===== src/rtl/lfo_scheduler.sv =====
// Four LFO channels share one 16-entry sine table. Each channel ticks on its own
// period; a round-robin arbiter issues at most one table sample per cycle.
module lfo_scheduler #(
    parameter int NCH = 4,
    parameter int PW  = 32
) (
    input  logic              CLK,
    input  logic              RST_N,
    input  logic              cfg_we,
    input  logic [1:0]        cfg_ch,
    input  logic [PW-1:0]     cfg_period,
    input  logic [NCH-1:0]    ch_en,
    input  logic [NCH-1:0]    ovr_clr,
    output logic              out_valid,
    output logic [1:0]        out_ch,
    output logic signed [7:0] out_sample,
    output logic [NCH*8-1:0]  ch_sample,
    output logic [NCH-1:0]    overrun
);

    logic [PW-1:0]     period_q [NCH];
    logic [PW-1:0]     period_d [NCH];
    logic [PW-1:0]     cnt_q    [NCH];
    logic [PW-1:0]     cnt_d    [NCH];
    logic [3:0]        phase_q  [NCH];
    logic [3:0]        phase_d  [NCH];
    logic signed [7:0] samp_q   [NCH];
    logic signed [7:0] samp_d   [NCH];
    logic [NCH-1:0]    pend_q, pend_d;
    logic [NCH-1:0]    ovr_q, ovr_d;
    logic [1:0]        last_q, last_d;
    logic              out_valid_q, out_valid_d;
    logic [1:0]        out_ch_q, out_ch_d;
    logic signed [7:0] out_sample_q, out_sample_d;

    logic [NCH-1:0]    cfg_mask;
    logic [NCH-1:0]    req;
    logic [NCH-1:0]    tick;
    logic [NCH-1:0]    gnt_one;
    logic              gnt_vld;
    logic [1:0]        gnt_ch;
    logic [1:0]        cand;

    function automatic logic signed [7:0] sine_lut(input logic [3:0] ph);
        logic signed [7:0] v;
        case (ph)
            4'd0:    v = 8'sd0;
            4'd1:    v = 8'sd6;
            4'd2:    v = 8'sd11;
            4'd3:    v = 8'sd15;
            4'd4:    v = 8'sd16;
            4'd5:    v = 8'sd15;
            4'd6:    v = 8'sd11;
            4'd7:    v = 8'sd6;
            4'd8:    v = 8'sd0;
            4'd9:    v = -8'sd6;
            4'd10:   v = -8'sd11;
            4'd11:   v = -8'sd15;
            4'd12:   v = -8'sd16;
            4'd13:   v = -8'sd15;
            4'd14:   v = -8'sd11;
            default: v = -8'sd6;
        endcase
        return v;
    endfunction

    // A channel being reconfigured, or disabled, is invisible to the arbiter.
    always_comb begin
        cfg_mask = '0;
        if (cfg_we) begin
            cfg_mask = NCH'(1) << cfg_ch;
        end
        req = pend_q & ch_en & ~cfg_mask;
    end

    always_comb begin
        gnt_vld = 1'b0;
        gnt_ch  = last_q;
        cand    = last_q;
        for (int k = 0; k < NCH; k++) begin
            cand = last_q + 2'(k + 1);
            if (!gnt_vld && req[cand]) begin
                gnt_vld = 1'b1;
                gnt_ch  = cand;
            end
        end
    end

    always_comb begin
        period_d = period_q;
        cnt_d    = cnt_q;
        phase_d  = phase_q;
        samp_d   = samp_q;
        pend_d   = pend_q;
        ovr_d    = ovr_q;
        tick     = '0;
        gnt_one  = '0;
        for (int i = 0; i < NCH; i++) begin
            gnt_one[i] = gnt_vld && (gnt_ch == 2'(i));
            tick[i]    = ch_en[i] && (cnt_q[i] >= period_q[i]);

            if (!ch_en[i]) begin
                cnt_d[i]  = '0;
                pend_d[i] = 1'b0;
            end else if (tick[i]) begin
                cnt_d[i]  = '0;
                pend_d[i] = 1'b1;
            end else begin
                cnt_d[i]  = cnt_q[i] + PW'(1);
                pend_d[i] = pend_q[i] && !gnt_one[i];
            end

            // A fresh missed tick beats a simultaneous clear.
            ovr_d[i] = (tick[i] && pend_q[i] && !gnt_one[i]) || (ovr_q[i] && !ovr_clr[i]);

            if (gnt_one[i]) begin
                phase_d[i] = phase_q[i] + 4'd1;
                samp_d[i]  = sine_lut(phase_q[i]);
            end

            if (cfg_mask[i]) begin
                period_d[i] = cfg_period;
                cnt_d[i]    = '0;
                phase_d[i]  = '0;
                pend_d[i]   = 1'b0;
                ovr_d[i]    = 1'b0;
            end
        end
    end

    always_comb begin
        out_valid_d  = gnt_vld;
        out_ch_d     = out_ch_q;
        out_sample_d = out_sample_q;
        last_d       = last_q;
        if (gnt_vld) begin
            out_ch_d     = gnt_ch;
            out_sample_d = sine_lut(phase_q[gnt_ch]);
            last_d       = gnt_ch;
        end
    end

    always_ff @(posedge CLK or negedge RST_N) begin
        if (!RST_N) begin
            period_q     <= '{default: '1};
            cnt_q        <= '{default: '0};
            phase_q      <= '{default: '0};
            samp_q       <= '{default: '0};
            pend_q       <= '0;
            ovr_q        <= '0;
            last_q       <= 2'(NCH - 1);
            out_valid_q  <= 1'b0;
            out_ch_q     <= '0;
            out_sample_q <= '0;
        end else begin
            period_q     <= period_d;
            cnt_q        <= cnt_d;
            phase_q      <= phase_d;
            samp_q       <= samp_d;
            pend_q       <= pend_d;
            ovr_q        <= ovr_d;
            last_q       <= last_d;
            out_valid_q  <= out_valid_d;
            out_ch_q     <= out_ch_d;
            out_sample_q <= out_sample_d;
        end
    end

    assign out_valid  = out_valid_q;
    assign out_ch     = out_ch_q;
    assign out_sample = out_sample_q;
    assign overrun    = ovr_q;

    for (genvar gi = 0; gi < NCH; gi++) begin : g_ch_sample
        assign ch_sample[gi*8 +: 8] = samp_q[gi];
    end

endmodule


===== config.mk =====
export PLATFORM = sky130hd
export DESIGN_NAME = lfo_scheduler
export DESIGN_NICKNAME = d
export VERILOG_FILES = /design/src/rtl/lfo_scheduler.sv
export SDC_FILE = /design/constraint.sdc
export NUM_CORES = 1
export LEC_CHECK = 0
export CORE_ASPECT_RATIO = 1.75
export CORE_MARGIN = 2
export CORE_UTILIZATION = 52
export CTS_CLUSTER_SIZE = 40
export DETAILED_ROUTE_END_ITERATION = 10
export GPL_ROUTABILITY_DRIVEN = 0
export PLACE_DENSITY = 0.72
export SKIP_CTS_REPAIR_TIMING = 1
export SLEW_MARGIN = 20
export SYNTH_ARGS = -nofsm -noshare
export SYNTH_HDL_FRONTEND = slang
export SYNTH_SLANG_ARGS = --single-unit

===== constraint.sdc =====
create_clock -name CLK -period 4.1 [get_ports CLK]
set_input_delay 0.82 -clock CLK [delete_from_list [all_inputs] [get_ports CLK]]
set_output_delay 0.82 -clock CLK [all_outputs]
set_load 0.03 [all_outputs]

==> results.py <==
metrics = {
    "run_status": {
        "status": "completed",
    },
    "place": {
        "hpwl_um": 29300,
        "numPlacedInstances": 2234,
        "dpl_worst_slack_ps": -24.8,
        "portBuffers": 91,
    },
    "power_and_ir_drop": {
        "irDropWorstVdd_mv": 0.358,
        "p_leak_nw": 8.94,
        "powerDensity_mw_per_mm2": 410,
    },
    "layout": {
        "diodes": 0,
        "drive_above_1_share_pct": 11.4,
        "syn2layout_area_growth_pct": 13.9,
        "fin_nets": 2067,
        "multi_input_area_mm2": 0.00805,
        "stdcell_count": 2290,
        "seq_area_mm2": 0.00805,
        "fillers": 2685,
    },
    "logic_synthesis": {
        "synth_cell_types": 61,
        "avgSynthCellArea_um2": 9.44,
        "synth.net_count": 2000,
        "ys_seq_area_share_pct": 47.4,
        "synth_edf_count": 0,
        "netlist_instances": 1799,
        "async_flop_share_pct": 100,
        "synth_warnings": 0,
        "synth_flop_cell": "dfrtp_1",
        "syn_area_mm2": 0.0170,
        "ys_ff_latch": 315,
    },
    "global_route": {
        "grt_pass1_wl_um": 66400,
        "grtUsageMet2_pct": 44.2,
        "first_global_vias": 13029,
        "grtUsageMet1_pct": 27.3,
        "grt_busiest_layer": "met2",
        "grt_usage_pct": 24.0,
        "antenna_found_initial": 0,
        "grt_remaining_overflow": 0,
        "grt_max_degree": 96,
        "gr-usage-met3_pct": 2.21,
    },
    "sta": {
        "fin_ws_ps": 532,
        "rsz0062_at_grt": "false",
        "setup-violations-final": 0,
        "fmax_mhz": 280,
        "relSlewSlack_pct": 30.8,
        "finalCriticalPeriod_ps": 3570,
        "fin_crit_sh_pct": 87.0,
        "clock_skew_ps": 14.6,
        "worst_slew_pin_slew_ps": 1040,
        "slew_violations": 0,
        "finalHoldViolCount": 0,
    },
    "floorplan": {
        "pin_count": 92,
        "die_area_mm2": 0.0342,
        "start_util_pct": 52.7,
        "die_h_um": 243,
        "coreArea_mm2": 0.0322,
        "dieWidth_um": 141,
        "rows": 87,
    },
    "cts": {
        "cts_buffers": 30,
        "root_buffer": "clkbuf_16",
        "clk_latency_ps": 580,
        "path_clk_slew_ps": 60,
        "htreeDepth": 1,
        "clockBufferDepth": 3,
        "cts_tree": "built",
        "clock-sinks": 315,
    },
    "run": {
        "drv_cap": 0,
    },
    "worst_setup_path": {
        "critPathArrivalTime_ps": 4030,
        "worstPathCellList": "clkdlybuf4s50_1 -> nand3b_1 -> and3_1 -> a21oi_1 -> nor3_2 -> buf_4 -> inv_2 -> a21oi_1 -> a22oi_2 -> ha_1 -> o311ai_0 -> a21oi_1 -> a221oi_1",
        "critPathBufInv": 3,
        "path_delay_family": "compound AO/OA/AOI/OAI gates",
        "crit_slowest_cell": "clkdlybuf4s50_1",
        "crit-reg2reg-launch": "period_q[85]",
        "cp_max_fo": 12,
        "worstSetupEndpointType": "flop",
        "required_ps": 4570,
        "critPathKind": "input port to flop",
        "crit_start": "cfg_ch[0]",
        "cpPeakStageDelay_ps": 560,
        "worst_setup_path_start_kind": "input port",
        "cp_common_cell": "a21oi_1",
    },
    "detailed_routing": {
        "route.vias.total": 12713,
        "wl_per_cell_um": 17.6,
        "dr.pass1.iters": 7,
        "drc": 0,
        "ant_nets": 0,
        "vias_per_cell": 5.55,
        "drtIter0Drc": 645,
        "wl_um": 40300,
    },
    "worst_hold_path": {
        "hp-class": "input port to asynchronous set/reset pin",
    },
}
## logic make-up after synthesis
logic type / count (synthesis) / synth area share, %
fa+ha+maj: 156 / 11.5
compound gates: 312 / 10.7
xor+xnor: 132 / 6.81
mux: 21 / 1.26
flops: 315 / 47.4
simple gates: 633 / 17.0
buf+inv: 230 / 5.34
## through the flow
step                power (mW)  area (µm²)  hold WS (ps)  TNS (ps)  utilization (%)
floorplan                 4.42       17000           442         0                -
global placement          4.85       18200           452         0             56.6
detailed placement        4.90       18200           454     -24.8             56.6
CTS                       8.00       19400           260         0             60.1
global route              8.30       19400           288         0             60.1
finish                    7.93       19400           243         0             60.1
## cell type report
type,instances,share of cell area [%]
clock buffer,44,4.73
inverter,160,3.10
timing repair buffer,105,5.47
tap,400,2.59
clock inverter,12,0.963
sequential,315,41.6
multi-input combinational,1254,41.6
## metal layers
| layer | part of all wire [%] | vias to the layer above |
|---|---|---|
| met5 | 0 | - |
| met4 | 5.6 | 0 |
| met3 | 3.3 | 102 |
| met2 | 53 | 263 |
| met1 | 38 | 6200 |
| li1 | - | 6148 |
## sequential cells by signal, summed over array words and instances, names as in the netlist
name	count
ch_sample	24
cnt_q	128
last_q	2
out_ch	2
out_sample	6
out_valid	1
overrun	4
pend_q	4
period_q	128
phase_q	16
## where the power goes
group / leakage [nW] / internal, mW / total (mW) / switching, mW
combinational: 4.47 / 0.442 / 1.19 / 0.751
sequential: 3.92 / 3.54 / 3.65 / 0.112
clock: 0.549 / 1.86 / 3.08 / 1.22
total: 8.94 / 5.84 / 7.93 / 2.09
## synth_stat cells (all sizes together) (12+ instances only)
cell | n | area, µm²
a21o | 42 | 315
a21oi | 48 | 240
and3 | 24 | 150
and4 | 12 | 105
buf | 15 | 100
clkbuf | 55 | 206
dfrtp | 185 | 4630
dfstp | 130 | 3420
ha | 156 | 1950
inv | 160 | 601
mux2i | 18 | 180
nand2 | 223 | 837
nand3 | 67 | 340
nand4 | 46 | 288
nor2 | 201 | 754
nor3 | 18 | 116
o21ai | 173 | 866
xnor2 | 44 | 385
xor2 | 88 | 771
## cell usage in the layout, fill, tap and decap left out, types with 44 or more instances in the layout
cell	netlist	final
dfstp_2	130	130
xnor2_1	44	44
nand3_1	66	66
xor2_1	88	88
a21oi_1	48	48
o21ai_0	171	171
nand2_1	223	223
clkdlybuf4s50_1	0	90
nand4_1	46	46
inv_1	158	158
ha_1	156	156
dfrtp_1	185	185
nor2_1	201	200
## worst register-to-register path, delay by kind of cell, from the launching register on
kind	cells	cell delay, ps
AO/OA/AOI/OAI	4	660
adder cells (fa/ha/maj)	1	300
buffers and inverters	1	50
flip-flops	1	510
AND/OR/NAND/NOR	4	1660
## path summary, 6_finish.rpt
kind / slack [ps] / to / cells past startpoint
setup / recovery: 530 / out_sample[3] / 13
hold / removal: 240 / ch_sample[24] / 1
setup reg to reg: 840 / cnt_q[78] / 10
hold reg to reg: 470 / period_q[64] / 2
max in group asynchronous: 2880 / period_q[105] / 2
min in group CLK: 470 / period_q[64] / 2
No activity file was read; power rests on OpenSTA's default activity.
